===== src/rtl/keypad_pkg.sv =====
// Shared types and constants for the keypad entry controller.
package keypad_pkg;

  localparam int KEY_W = 4;

  localparam logic [KEY_W-1:0] CLR_CODE_DEF = 4'hF;
  localparam logic [KEY_W-1:0] BS_CODE_DEF  = 4'hE;

  typedef enum logic [1:0] {
    SCAN     = 2'd0,
    DEBOUNCE = 2'd1,
    HELD     = 2'd2
  } state_t;

endpackage


===== src/rtl/digit_shift_buffer.sv =====
// DEPTH-digit entry buffer, newest digit at index 0; push shifts up, pop shifts down.
// Buffer updates and the overflow pulse land on the edge that samples push/pop/clr.
module digit_shift_buffer
  import keypad_pkg::*;
#(
  parameter int DEPTH     = 6,
  parameter bit OVERWRITE = 1'b1
) (
  input  logic                 clk,
  input  logic                 rst,
  input  logic                 push,
  input  logic                 pop,
  input  logic                 clr,
  input  logic [KEY_W-1:0]     data,
  output logic [DEPTH-1:0]     buf_flag,
  output logic [KEY_W*DEPTH-1:0] buf_code,
  output logic                 overflow
);

  localparam int CNT_W = $clog2(DEPTH + 1);

  logic [DEPTH-1:0] flag_q;
  logic [KEY_W-1:0] code_q [DEPTH];
  logic [CNT_W-1:0] count;

  always_ff @(posedge clk or negedge rst) begin
    if (!rst) begin
      flag_q   <= '0;
      count    <= '0;
      overflow <= 1'b0;
      for (int i = 0; i < DEPTH; i++) code_q[i] <= '0;
    end else begin
      overflow <= 1'b0;
      if (clr) begin
        flag_q <= '0;
        count  <= '0;
        for (int i = 0; i < DEPTH; i++) code_q[i] <= '0;
      end else if (pop) begin
        if (count != '0) begin
          for (int i = 0; i < DEPTH - 1; i++) code_q[i] <= code_q[i+1];
          code_q[DEPTH-1] <= '0;
          flag_q          <= flag_q >> 1;
          count           <= count - 1'b1;
        end
      end else if (push) begin
        // With OVERWRITE the shift itself discards the oldest digit.
        if (count == CNT_W'(DEPTH) && !OVERWRITE) begin
          overflow <= 1'b1;
        end else begin
          for (int i = DEPTH - 1; i > 0; i--) code_q[i] <= code_q[i-1];
          code_q[0] <= data;
          flag_q    <= (flag_q << 1) | DEPTH'(1);
          if (count != CNT_W'(DEPTH)) count <= count + 1'b1;
        end
      end
    end
  end

  assign buf_flag = flag_q;

  always_comb begin
    buf_code = '0;
    for (int i = 0; i < DEPTH; i++) buf_code[KEY_W*i +: KEY_W] = code_q[i];
  end

endmodule


===== src/rtl/keypad_entry_ctrl.sv =====
// Row scan, debounce and entry buffering for a ROWS x COLS keypad on the system clock.
// Optional KEYPAD_FUNC_KEYS_EN turns CLR_CODE/BS_CODE into clear/backspace commands.
module keypad_entry_ctrl
  import keypad_pkg::*;
#(
  parameter int               ROWS      = 4,
  parameter int               COLS      = 4,
  parameter int               DEPTH     = 6,
  parameter int               SCAN_DIV  = 50000,
  parameter int               DEB_TICKS = 4,
  parameter bit               OVERWRITE = 1'b1,
  parameter logic [KEY_W-1:0] CLR_CODE  = CLR_CODE_DEF,
  parameter logic [KEY_W-1:0] BS_CODE   = BS_CODE_DEF
) (
  input  logic                   clk,
  input  logic                   rst,
  input  logic [COLS-1:0]        col_in,
  output logic [ROWS-1:0]        row_sel,
  output logic                   press,
  output logic [KEY_W-1:0]       scan_code,
  output logic                   key_valid,
  output logic                   overflow,
  output logic [DEPTH-1:0]       buf_flag,
  output logic [KEY_W*DEPTH-1:0] buf_code
);

  localparam int DIV_W = $clog2(SCAN_DIV);
  localparam int ROW_W = $clog2(ROWS);
  localparam int COL_W = $clog2(COLS);
  localparam int DEB_W = $clog2(DEB_TICKS + 1);

`ifdef KEYPAD_FUNC_KEYS_EN
  localparam bit FUNC_EN = 1'b1;
`else
  localparam bit FUNC_EN = 1'b0;
`endif

  logic [DIV_W-1:0] div_cnt;
  logic             tick;
  state_t           state;
  logic [ROW_W-1:0] row_q;
  logic [COL_W-1:0] col_q;
  logic [DEB_W-1:0] deb;
  logic [COL_W-1:0] col_low;
  logic             col_any;
  logic [ROW_W-1:0] next_row;
  logic [KEY_W-1:0] key_code;
  logic             same_low;
  logic             accept;
  logic             is_clr, is_bs;

  assign tick = (div_cnt == DIV_W'(SCAN_DIV - 1));

  always_ff @(posedge clk or negedge rst) begin
    if (!rst) div_cnt <= '0;
    else      div_cnt <= tick ? '0 : div_cnt + 1'b1;
  end

  // Descending loop so the lowest pressed column ends up winning.
  always_comb begin
    col_low = '0;
    col_any = 1'b0;
    for (int c = COLS - 1; c >= 0; c--) begin
      if (!col_in[c]) begin
        col_low = COL_W'(c);
        col_any = 1'b1;
      end
    end
  end

  assign next_row = (row_q == ROW_W'(ROWS - 1)) ? '0 : row_q + 1'b1;
  assign row_sel  = ~(ROWS'(1) << row_q);
  assign key_code = KEY_W'(int'(row_q) * COLS + int'(col_q));
  assign same_low = col_any && (col_low == col_q);
  assign accept   = tick && (state == DEBOUNCE) && same_low && (deb == DEB_W'(DEB_TICKS));

  assign is_clr = FUNC_EN && (key_code == CLR_CODE);
  assign is_bs  = FUNC_EN && (key_code == BS_CODE);

  always_ff @(posedge clk or negedge rst) begin
    if (!rst) begin
      state     <= SCAN;
      row_q     <= '0;
      col_q     <= '0;
      deb       <= '0;
      press     <= 1'b0;
      key_valid <= 1'b0;
      scan_code <= '0;
    end else begin
      key_valid <= 1'b0;
      if (tick) begin
        case (state)
          SCAN: begin
            if (col_any) begin
              col_q <= col_low;
              deb   <= DEB_W'(1);
              state <= DEBOUNCE;
            end else begin
              row_q <= next_row;
            end
          end
          DEBOUNCE: begin
            if (!same_low) begin
              state <= SCAN;
            end else if (accept) begin
              state     <= HELD;
              key_valid <= 1'b1;
              press     <= 1'b1;
              scan_code <= key_code;
              deb       <= '0;
            end else begin
              deb <= deb + 1'b1;
            end
          end
          HELD: begin
            // deb now counts consecutive released ticks on the latched column.
            if (!col_in[col_q]) begin
              deb <= '0;
            end else if (deb == DEB_W'(DEB_TICKS - 1)) begin
              press <= 1'b0;
              deb   <= '0;
              row_q <= next_row;
              state <= SCAN;
            end else begin
              deb <= deb + 1'b1;
            end
          end
          default: state <= SCAN;
        endcase
      end
    end
  end

  digit_shift_buffer #(
    .DEPTH     (DEPTH),
    .OVERWRITE (OVERWRITE)
  ) u_buf (
    .clk      (clk),
    .rst      (rst),
    .push     (accept && !is_clr && !is_bs),
    .pop      (accept && is_bs),
    .clr      (accept && is_clr),
    .data     (key_code),
    .buf_flag (buf_flag),
    .buf_code (buf_code),
    .overflow (overflow)
  );

endmodule

===== config.mk =====
export PLATFORM = sky130hd
export DESIGN_NAME = keypad_entry_ctrl
export DESIGN_NICKNAME = d
export VERILOG_FILES = /design/src/rtl/keypad_pkg.sv /design/src/rtl/digit_shift_buffer.sv /design/src/rtl/keypad_entry_ctrl.sv
export SDC_FILE = /design/constraint.sdc
export NUM_CORES = 1
export LEC_CHECK = 0
export ABC_AREA = 0
export CAP_MARGIN = 20
export CORE_MARGIN = 1.5
export CORE_UTILIZATION = 55
export DETAILED_ROUTE_END_ITERATION = 10
export GPL_TIMING_DRIVEN = 0
export PLACE_DENSITY = 0.87
export SLEW_MARGIN = 20
export SYNTH_ARGS = -nofsm -noshare
export SYNTH_HDL_FRONTEND = slang
export SYNTH_HIERARCHICAL = 1
export SYNTH_SLANG_ARGS = --single-unit

===== constraint.sdc =====
create_clock -name clk -period 4.2 [get_ports clk]
set_clock_uncertainty 0.15 [all_clocks]
set_input_delay 0.84 -clock clk [delete_from_list [all_inputs] [get_ports clk]]
set_output_delay 0.84 -clock clk [all_outputs]
set_load 0.01 [all_outputs]

## After elaboration in Yosys (flattened, before gate mapping)

Index checks and enable logic that the tools add are counted.

| cells by class | value |
|---|---|
| add/subtract/negate cells | 4 |
| $lt $le $gt $ge | 1 |
| equality and inequality tests | 14 |
| shift operators | 1 |
| muxes and demuxes | 37 |
| bitwise operators | 1 |
| reductions and logical operators | 14 |

Operator list:

| kind | number |
|---|---|
| 2-bit 2-to-1 mux | 13 |
| 16-bit by 1-bit adder with 16-bit output, second input constant | 1 |
| 16-bit == test, second input constant | 1 |
| 16-bit 2-to-1 mux | 1 |
| 3-bit 2-to-1 mux | 5 |
| 1-bit 2-to-1 mux | 13 |
| 2-bit != test, second input constant | 6 |
| 5-bit AND reduction | 2 |
| 3-bit one-hot mux with 3 select lines | 1 |
| 4-bit AND reduction | 2 |
| 2-bit one-hot mux with 3 select lines | 1 |
| 6-bit AND reduction | 1 |
| 4-bit by 2-bit adder with 4-bit output | 1 |
| 2-bit == test, second input constant | 2 |
| 1-bit logical AND | 4 |
| 4-bit inverter | 1 |
| 2-bit one-hot mux with 2 select lines | 1 |
| 2-bit nonzero test | 2 |
| 1-bit by 2-bit left shift with 4-bit output, first input constant | 1 |
| 3-bit by 1-bit adder with 3-bit output, second input constant | 1 |
| 3-bit by 2-bit == test with 1-bit output, second input constant | 1 |
| 3-bit == test, second input constant | 1 |
| 2-bit by 3-bit < comparator with 1-bit output, second input constant | 1 |
| 3-bit != test, second input constant | 1 |
| other kinds (8) | 8 |

| word-level totals | value |
|---|---|
| register bits after elaboration | 61 |
| bits of input ports | 6 |
| output and inout port bits | 41 |
| logic and storage cells | 87 |

## Logic depth before layout (Yosys ltp)

Gate-level depths: netlist of run 1.

| logic depth | value |
|---|---|
| depth after elaboration | 12 |
| gate-level depth with buffers | 9 |

## Hierarchy

The synthesis of run 1 kept the hierarchy.

Modules (own cells, without submodules):

| module | instances | cells an instance | area each (um^2) | sequential area each (um^2) |
|---|---|---|---|---|
| keypad_entry_ctrl | 1 | 173 | 1834.3 | 775.7 |
| digit_shift_buffer | 1 | 169 | 1793.0 | 825.8 |

## Worst setup path after synthesis of run 1

OpenSTA, ideal clock, no wires.

| timing | value |
|---|---|
| path type | in2reg |
| start point | input port col_in[3] |
| end point | register u_buf.code_q, in the netlist u_buf/buf_code[4] |
| setup time | 94 ps |
| arrival | 2583 ps |
| slack | 1373 ps |
| cell stages on the path | 9 |
| path buffers | 2 |
| cells stage by stage | and3b_1 -> o2111ai_2 -> and2_1 -> nor3_1 -> or2_2 -> buf_2 -> buf_1 -> a21oi_1 -> a211oi_1 |

| on the way | value |
|---|---|
| longest elaborated chain between the ends | 8 |
| elaborated cells between the ends (all ways) | 12 |
| classes of those cells | 1 x eq/ne; 8 x mux; 3 x reduce/logical |

Ends and longest elaborated chain:

| what | RTL line | RTL |
|---|---|---|
| start, declared | keypad_entry_ctrl.sv:17 | `input logic [COLS-1:0] col_in,` |
| 2-bit 2-to-1 mux (4 in a row) | keypad_entry_ctrl.sv:64 | `if (!col_in[c]) begin` |
| 2-bit == test | keypad_entry_ctrl.sv:74 | `assign same_low = col_any && (col_low == col_q);` |
| 1-bit logical AND * | keypad_entry_ctrl.sv:74 |  |
| 1-bit logical AND * (2 in a row) | keypad_entry_ctrl.sv:75 | `assign accept = tick && (state == DEBOUNCE) && same_low && (deb == DEB_W'(DEB_TICKS));` |
| named net accept | keypad_entry_ctrl.sv:49 | `logic accept;` |
| end, declared | digit_shift_buffer.sv:23 | `logic [KEY_W-1:0] code_q [DEPTH];` |

The timed path passes the listed nets; every way through them passes the cells marked *.
A chain may end at the register's enable or synchronous reset.

## Worst setup path in the final report of run 1

| timing | value |
|---|---|
| start point | input port col_in[2] |
| end point | register u_buf.code_q, in the netlist u_buf/buf_code[9] |

| on the way | value |
|---|---|
| longest elaborated chain between the ends | 7 |
| elaborated cells between the ends (all ways) | 10 |
| classes of those cells | 1 x eq/ne; 6 x mux; 3 x reduce/logical |

Ends and longest elaborated chain:

| what | RTL line |
|---|---|
| 2-bit 2-to-1 mux (3 in a row) | keypad_entry_ctrl.sv:64 |
| 2-bit == test | keypad_entry_ctrl.sv:74 |
| 1-bit logical AND * | keypad_entry_ctrl.sv:74 |
| 1-bit logical AND * (2 in a row) | keypad_entry_ctrl.sv:75 |
| named net accept | keypad_entry_ctrl.sv:49 |

Marks and branches as above.

==> results by stage, run 1 <==
Detailed routing:
- The wire length per cell after detailed routing is 17.04 um.
- The detailed-router iteration count before antenna repair is 5.
- The vias after detailed routing is just under 3000.
- After detailed routing, the number of remaining DRC violations is 0.
- The via-per-instance ratio is 6.068.
- For this block, the initial DRC count from the detailed router was 245.
- The number of routed nets with antenna violations is 0.
- After detailed routing, the total wire length is approximately 8 mm.

Layout:
- The layout cell share with drive strength beyond 1 is 0.1453.
- The number of antenna diodes in the final layout is 0.
- The relative area change from synthesis to final layout is 22.04%.
- Excluding fillers, the count of instances in the completed layout stands at a little under 500.
- The total number of nets in the final design is 420.

Clock tree:
- CTS built an H-tree with a depth of 3.
- Hold repair after CTS inserted 0 buffers.
- The clock root buffer master is clkbuf_8.
- Counting the buffers created by CTS gives 9.
- TritonCTS built the clock tree.
- For this design, the sink count on the clock tree is 64.
- The buffer count from post-CTS setup fixing is 0.
- No sink is reached through more buffers than the 2 on the longest clock path.
- After clock tree synthesis, the clock-pin slew on the worst setup and hold paths is about 0.07 ns.
- The post-CTS resize count is 0.
- The clock network latency to the later pin of the worst-skew pair is around 0.34 ns.

Power and ir drop:
- In this run the static leakage power is 1.937 nW.
- For this design the ratio of total power to cell area is approximately 330 nW/um^2.
- Across the VDD grid, the largest voltage drop is roughly 230 uV.
- The cell-internal power is 1.080 mW.
- Of the total power, the share spent switching nets is 0.2709.
- For this design the total switching power over the nets is approximately 400 uW.
- The share of total power in the clock network is 0.397.
- Of the total power, registers draw 0.456.
- The design draws between 1 and 1.5 mW.
- The portion of total power attributed to combinational logic is 0.147.

Logic synthesis:
- For this run, the leading register cell type out of synthesis is dfrtp_1.
- A synthesized cell averages approximately 11 um^2.
- The share of synthesized cell area in full adder, half adder and majority cells is 0.04691.
- The area fraction of the dominant cell type after synthesis is 0.4415.
- Counting flops and latches in the post-synthesis netlist gives 64.
- The number of enable flip-flop cells after synthesis is 0.
- The mux share of post-synthesis cell area is 0.1062.
- The most common cell in the synthesized netlist is dfrtp_1.
- The proportion of synthesized flip-flops having asynchronous set or reset is 1.000.
- The netlist area before placement is 3627 um^2.
- The gate count of the mapped netlist is roughly 340.
- The dominant combinational cell family by area after synthesis is compound AO/OA/AOI/OAI gates.
- During synthesis, Yosys emitted a total of 6 warnings.
- The xor and xnor fraction of the mapped netlist area is 0.03380.
- The simple-gate portion of the synthesized area is 0.1449.
- The synthesized-area fraction occupied by ao, oa, aoi and oai cells is 0.1756.
- Of all cell types, the one taking the most synthesized area is dfrtp_1.
- The number of distinct library cell variants in the gate-level netlist after synthesis is 59.
- In the synthesized netlist, the cells that appear most often are 64 x dfrtp_1, 36 x a21oi_1, 28 x mux2i_1.
- Ranked by total cell area, the synthesized netlist is headed by dfrtp_1 44%, mux2i_1 7.7%, a211oi_1 5.6%, a21oi_1 5.0%, ha_1 4.1%.
- The fraction of the yosys area taken by sequential cells is 0.4415.

Setup path:
- The worst setup path is of the in -> reg kind.
- Grouping stages by cell kind, the critical path spends the most delay in buffers and inverters.
- For this design, the slowest cell found on the critical path is clkdlybuf4s50_1.
- The worst endpoint required time is 4.29 ns.
- The number of buffers and inverters on the critical path is 3.
- The delay of the slowest cell on the worst path is 0.57 ns.
- STA puts the critical path data arrival time at 3.72 ns.
- The worst setup path is launched from an input port.
- Of all nets on the critical path, the largest fanout is 10.
- The critical path goes through clkdlybuf4s50_1, and3b_1, o2111ai_2, and2_1, nor3_1, or2_2, buf_2, buf_1, a21oi_1, a211oi_1.
- The kind of end point of the critical path is a register.

STA:
- The worst hold-check slack is ~0.2 ns.
- The maximum clock frequency is 275.5 MHz.
- In the finished design, the share of the clock period the worst path needs comes to 0.8642.
- Setup repair after global routing left no endpoint under its margin.
- Counting I/O delays and the setup requirement, the final critical path takes 3.630 ns.
- The number of setup violations in the final report is 0.
- The max-slew violation total from the final report was 0.
- The final number of hold-violating endpoints is 0.
- Adding up every negative setup slack in the final design gives 0 ns.

Placed design:
- The number of port buffers is 45.
- The number of placed cells counting well taps is between 400 and 500.
- Routability-driven placement finished with a final weighted congestion of ~0.9.
- The wire-length estimate of the detail-placed layout is a little under 6 mm.

Global route:
- For this run the aggregate overflow at the end of global routing stands at 0.
- The wire length of the first global-routing pass is 13.88 mm.
- The number of global-route vias before repair is around 2800.
- The initial antenna violation count came to 0.
- Entering global routing, the biggest net connects between 50 and 60 pins.
- Across every metal layer, demand over resource in global routing totals 0.2469.

Floorplan:
- The die covers about 7100 um^2.
- The initial utilization of the core area, before any placement, comes to 0.5712.
- The die span in x is 84.21 um.
- The core area is 6350 um^2.
- The number of I/O pins is 47.
- Measured along the y axis, the die boundary spans around 84 um.
- The number of standard-cell rows in the floorplan is 29.

Job:
- Across the run, the number of max-cap violations was 0.

Status:
- The flow ran to the end, and the final reports show no timing, DRC or antenna violations.

Hold path:
- The min-delay analysis places its worst path in the category in -> async.
-- power groups by stage --
stage	combinational (mW)	clock (mW)	sequential [mW]
global placement	0.197	0	0.686
detailed placement	0.207	0	0.687
floorplan	0.114	0	0.688
finish	0.217	0.589	0.675
CTS	0.208	0.594	0.675
global route	0.236	0.621	0.679
-- area by class of cell --
| cell class | instances | area (um^2) |
|---|---|---|
| clock buffer | 9 | 123.9 |
| sequential | 64 | 1602 |
| tap | 77 | 96.34 |
| timing repair buffer | 46 | 475.5 |
| fill | 454 | 1923 |
| inverter | 18 | 67.56 |
| multi-input combinational | 241 | 1856 |
| clock inverter | 7 | 96.34 |
| buffer | 21 | 110.1 |
-- stage by stage --
stage                     utilization  setup slack (ns)  cell area [um^2]
after detailed placement       0.6625            0.3284              4207
after global placement         0.6585           0.09049              4182
final                          0.6971            0.5704              4427
after floorplan                     -             1.373              3635
after CTS                      0.6971            0.6506              4427
after global routing           0.6971            0.3691              4427
-- final timing paths --
path,start,endpoint,slack [ns],cells past startpoint
setup / recovery,col_in[2],u_buf/buf_code[9],0.57,10
hold / removal,rst,u_buf/buf_code[9],0.20,1
max in group asynchronous,rst,scan_code[2],3.20,2
min in group clk,div_cnt[0],div_cnt[0],0.30,1
setup reg to reg,col_q[0],u_buf/buf_code[9],1.10,9
hold reg to reg,div_cnt[0],div_cnt[0],0.30,1
-- registers in the layout, summed over array words and instances (netlist names) --
register and cells:
row_q 2, u_buf/buf_flag 6, col_q 2, scan_code 4, div_cnt 16, deb 3
press 1, u_buf/buf_code 24, u_buf/count 3, key_valid 1, state 2
-- logic make-up (layout without fill, tap and decap cells) --
kind of cell | Yosys count | count (layout)
adders and majority gates | 13 | 13
buffers and inverters | 39 | 101
xor gates and xnor gates | 14 | 14
AOI/OAI and AO/OA | 94 | 94
muxes | 35 | 35
other | 2 | 4
DFF | 64 | 64
and+or+nand+nor | 81 | 81
-- per-layer routing --
| metal | GRT usage | wire [um] | up-vias |
|---|---|---|---|
| met1 | 0.3245 | 3533 | 1420 |
| met4 | 0.1103 | 223 | 0 |
| met2 | 0.4022 | 3976 | 118 |
| met5 | 0 | 0 | - |
| li1 | - | - | 1371 |
| met3 | 0.04425 | 496 | 22 |
-- placed cells by master, fill, tap and decap left out, types with 4 or more instances in the layout --
master / Yosys / final
dfrtp_1: 64 / 64
clkdlybuf4s50_1: 0 / 44
a21oi_1: 36 / 36
mux2i_1: 28 / 28
a211oi_1: 27 / 27
inv_1: 18 / 18
nor2_1: 17 / 17
nand2_1: 13 / 13
ha_1: 12 / 12
buf_2: 10 / 10
xnor2_1: 9 / 9
clkbuf_8: 0 / 9
nor3_1: 7 / 7
nand4_1: 6 / 6
clkbuf_1: 6 / 6
o21ai_0: 6 / 6
nand3_1: 5 / 5
xor2_1: 5 / 5
nor3b_1: 5 / 5
nand3b_1: 5 / 5
and2_1: 4 / 4
a21oi_2: 4 / 4
mux2_4: 4 / 4
conb_1: 2 / 4
-- worst register-to-register path: stages (launching register included) --
cell and delay (ns):
dfrtp_1 0.52, and3b_1 0.22, o2111ai_2 0.19, and2_1 0.27, nor3_1 0.42, or2_2 0.20, buf_2 0.21, buf_1 0.40
a21oi_1 0.14, a211oi_1 0.27
Power figures use the tool's default switching activity.
==> run 2, diff against run 1 <==
Settings changed: CORE_MARGIN 1.5 to 8.
==> run 2 against run 1 <==
- register-to-register slack got worse by 0.03 ns
- maximum frequency fell by 0.90%
- clock power down 6.1%
- critical path depth stayed put
- critical path type unchanged
- sequential cell count unchanged
- hold slack improved by 0.066 ns
- highest routed layer unchanged
==> results by stage, run 2 (synthesis gave the netlist of run 1 again) <==
Detailed routing:
- The count of nets left with antenna violations once routing finished came out at 0.
- The routed wire length is just under 9 mm.
- The via-per-instance ratio is about 6.
- The number of DRC markers after the initial detailed-route iteration is 270.
- The vias after detailed routing is about 3000.
- The first TritonRoute pass finished after 4 iterations.
- The wire length per cell after detailed routing is about 18 um.
- The detailed-route DRC error count is 0.

Clock tree:
- The cts-stage hold buffer count is 0.
- TritonCTS built the clock tree.
- The number of clock sinks seen by CTS is 64.
- The deepest clock path buffer count is 2.
- In this run, CTS created clock tree buffers numbering 9.
- The clock network latency to the later pin of the worst-skew pair is about 0.36 ns.
- After clock tree synthesis, the repair step resized 0 gates.
- The clock tree synthesis step divided the H-tree into 3 levels.
- The clock transition at the registers of the reported paths is roughly 0.070 ns.
- In this run the clock root is driven by a clkbuf_8.
- The buffer count from post-CTS setup fixing is 0.

Layout:
- In the final layout, the share of cells above drive strength 1 is 0.1429.
- The number of antenna diodes in the final layout is 0.
- After filler insertion, the fill cell instance count of the layout stands at 433.
- The final layout contains 420 nets.
- Compared with the post-synthesis result, the final layout area differs by 21.49%.
- The sequential standard cell area is 1602 um^2.
- Leaving out fill and tap cells, the most frequent cell in the layout is dfrtp_1.
- The register with the most flip-flops in the layout has 24 of them.
- Summing all non-filler instances in the final layout gives an area of 4407 um^2.
- Leaving out fill and tap cells, the most frequent cells in the layout are 64 x dfrtp_1, 44 x clkdlybuf4s50_1, 36 x a21oi_1.
- The area taken by multi-input logic gates is between 1500 and 2000 um^2.

Global route:
- The number of global-route vias before repair is 3066.
- The global-route usage over all layers is 0.1907.
- The initial antenna violation count is 0.
- Entering global routing, the biggest net connects 35 pins.
- The aggregate global routing overflow is 0.
- The wire length of the first global-routing pass is 15.08 mm.

Setup path:
- In this run the worst path has a maximum fanout of 10.
- The kind of end point of the critical path is a register.
- The worst setup path is launched from an input port.
- The cell with the largest stage delay on the worst path is clkdlybuf4s50_1.
- STA puts the critical path data required time at about 4.3 ns.
- The signal on the critical path passes through clkdlybuf4s50_1, and3b_1, o2111ai_2, and2_1, nor3_1, or2_2, buf_2, clkbuf_1, a21oi_1, a211oi_1.
- The delay of the slowest cell on the worst path is roughly 0.57 ns.
- The critical path is of the in -> reg type.
- The worst reg-to-reg setup slack is approximately 1.1 ns.
- Data arrives at the worst endpoint at between 3 and 4 ns.

Placed design:
- The placed wire-length estimate is ~6.3 mm.
- After detailed placement, the total cell area comes to 4199 um^2.
- Before CTS, the worst setup slack after placement is between 0.2 and 0.3 ns.
- The congestion estimate from routability-driven global placement came to 0.8804.
- The number of port buffers is 45.

Floorplan:
- The chip height is 97.21 um.
- The floorplan step set the die width to around 97 um.
- The number of I/O pins is 47.
- The number of standard-cell rows in the floorplan is 29.
- The initial utilization of the core area, before any placement, comes to 0.5712.
- The die area is 9450 um^2.
- In this run the standard cell core region covers about 6300 um^2.

STA:
- Setup violations remaining at the end of the flow were counted as 0.
- Setup repair after global routing left no endpoint under its margin.
- The worst-case setup margin in the final layout is roughly 0.54 ns.
- The final critical-path required period is ~3.7 ns.
- The maximum clock frequency is around 270 MHz.
- The final number of hold-violating endpoints is 0.
- The setup total negative slack is 0 ns.
- The max-slew violation total from the final report is 0.
- In the finished design, the share of the clock period the worst path needs comes to 0.8720.

Power and ir drop:
- Summing internal, switching and leakage power gives 1.445 mW.
- Power spread over the standard cell area amounts to 328.0 nW/um^2.
- The cell leakage power is around 1.9 nW.
- Across the VDD grid, the largest voltage drop is 212.2 uV.

Job:
- The count of maximum capacitance violations is 0.

Hold path:
- The worst hold path belongs to the class in -> async.

Status:
- The run finished with clean final reports.
run 2: power by group:
part / internal, mW / total [mW] / switching, mW / leakage [nW]
logic: 0.104 / 0.216 / 0.113 / 0.965
clock network: 0.306 / 0.553 / 0.246 / 0.0948
registers: 0.641 / 0.676 / 0.0353 / 0.855
run 2: per-layer routing:
layer	part of all wire	wire length, um	GRT usage
met1	0.43	3752	0.2288
met2	0.49	4313	0.3141
met3	0.062	543	0.05192
met4	0.019	166	0.08042
met5	0	0	0
run 2: final cells by class:
class,count,share of cell area
Timing Repair Buffer,46,0.1062
Sequential cell,64,0.3634
Clock buffer,12,0.03521
Tap cell,77,0.02186
Buffer,21,0.02499
Inverter,18,0.01533
Clock inverter,4,0.01193
Multi-Input combinational cell,241,0.4211
run 2: worst paths after layout:
kind,startpoint,endpoint,depth (start not counted)
max reg2reg,col_q[0],u_buf/buf_flag[1],9
min in group clk,div_cnt[0],div_cnt[0],1
max in group asynchronous,rst,div_cnt[5],2
min,rst,u_buf/buf_code[9],1
min reg2reg,div_cnt[0],div_cnt[0],1
max,col_in[2],u_buf/buf_flag[1],10
run 2: stage by stage:
step           std cells  hold WS [ns]  utilization
6_report             483        0.2611       0.6940
4_1_cts              483        0.2760       0.6940
2_1_floorplan        344        0.2745            -
3_5_place_dp         467        0.2951       0.6613
5_1_grt              483        0.2951       0.6940
3_3_place_gp         466        0.2872       0.6585
run 2: worst max-delay path, delay by kind of cell:
| kind | cells | cell delay, ns |
|---|---|---|
| buffers and inverters | 3 | 1.20 |
| AO/OA/AOI/OAI | 3 | 0.63 |
| AND/OR/NAND/NOR | 4 | 1.08 |
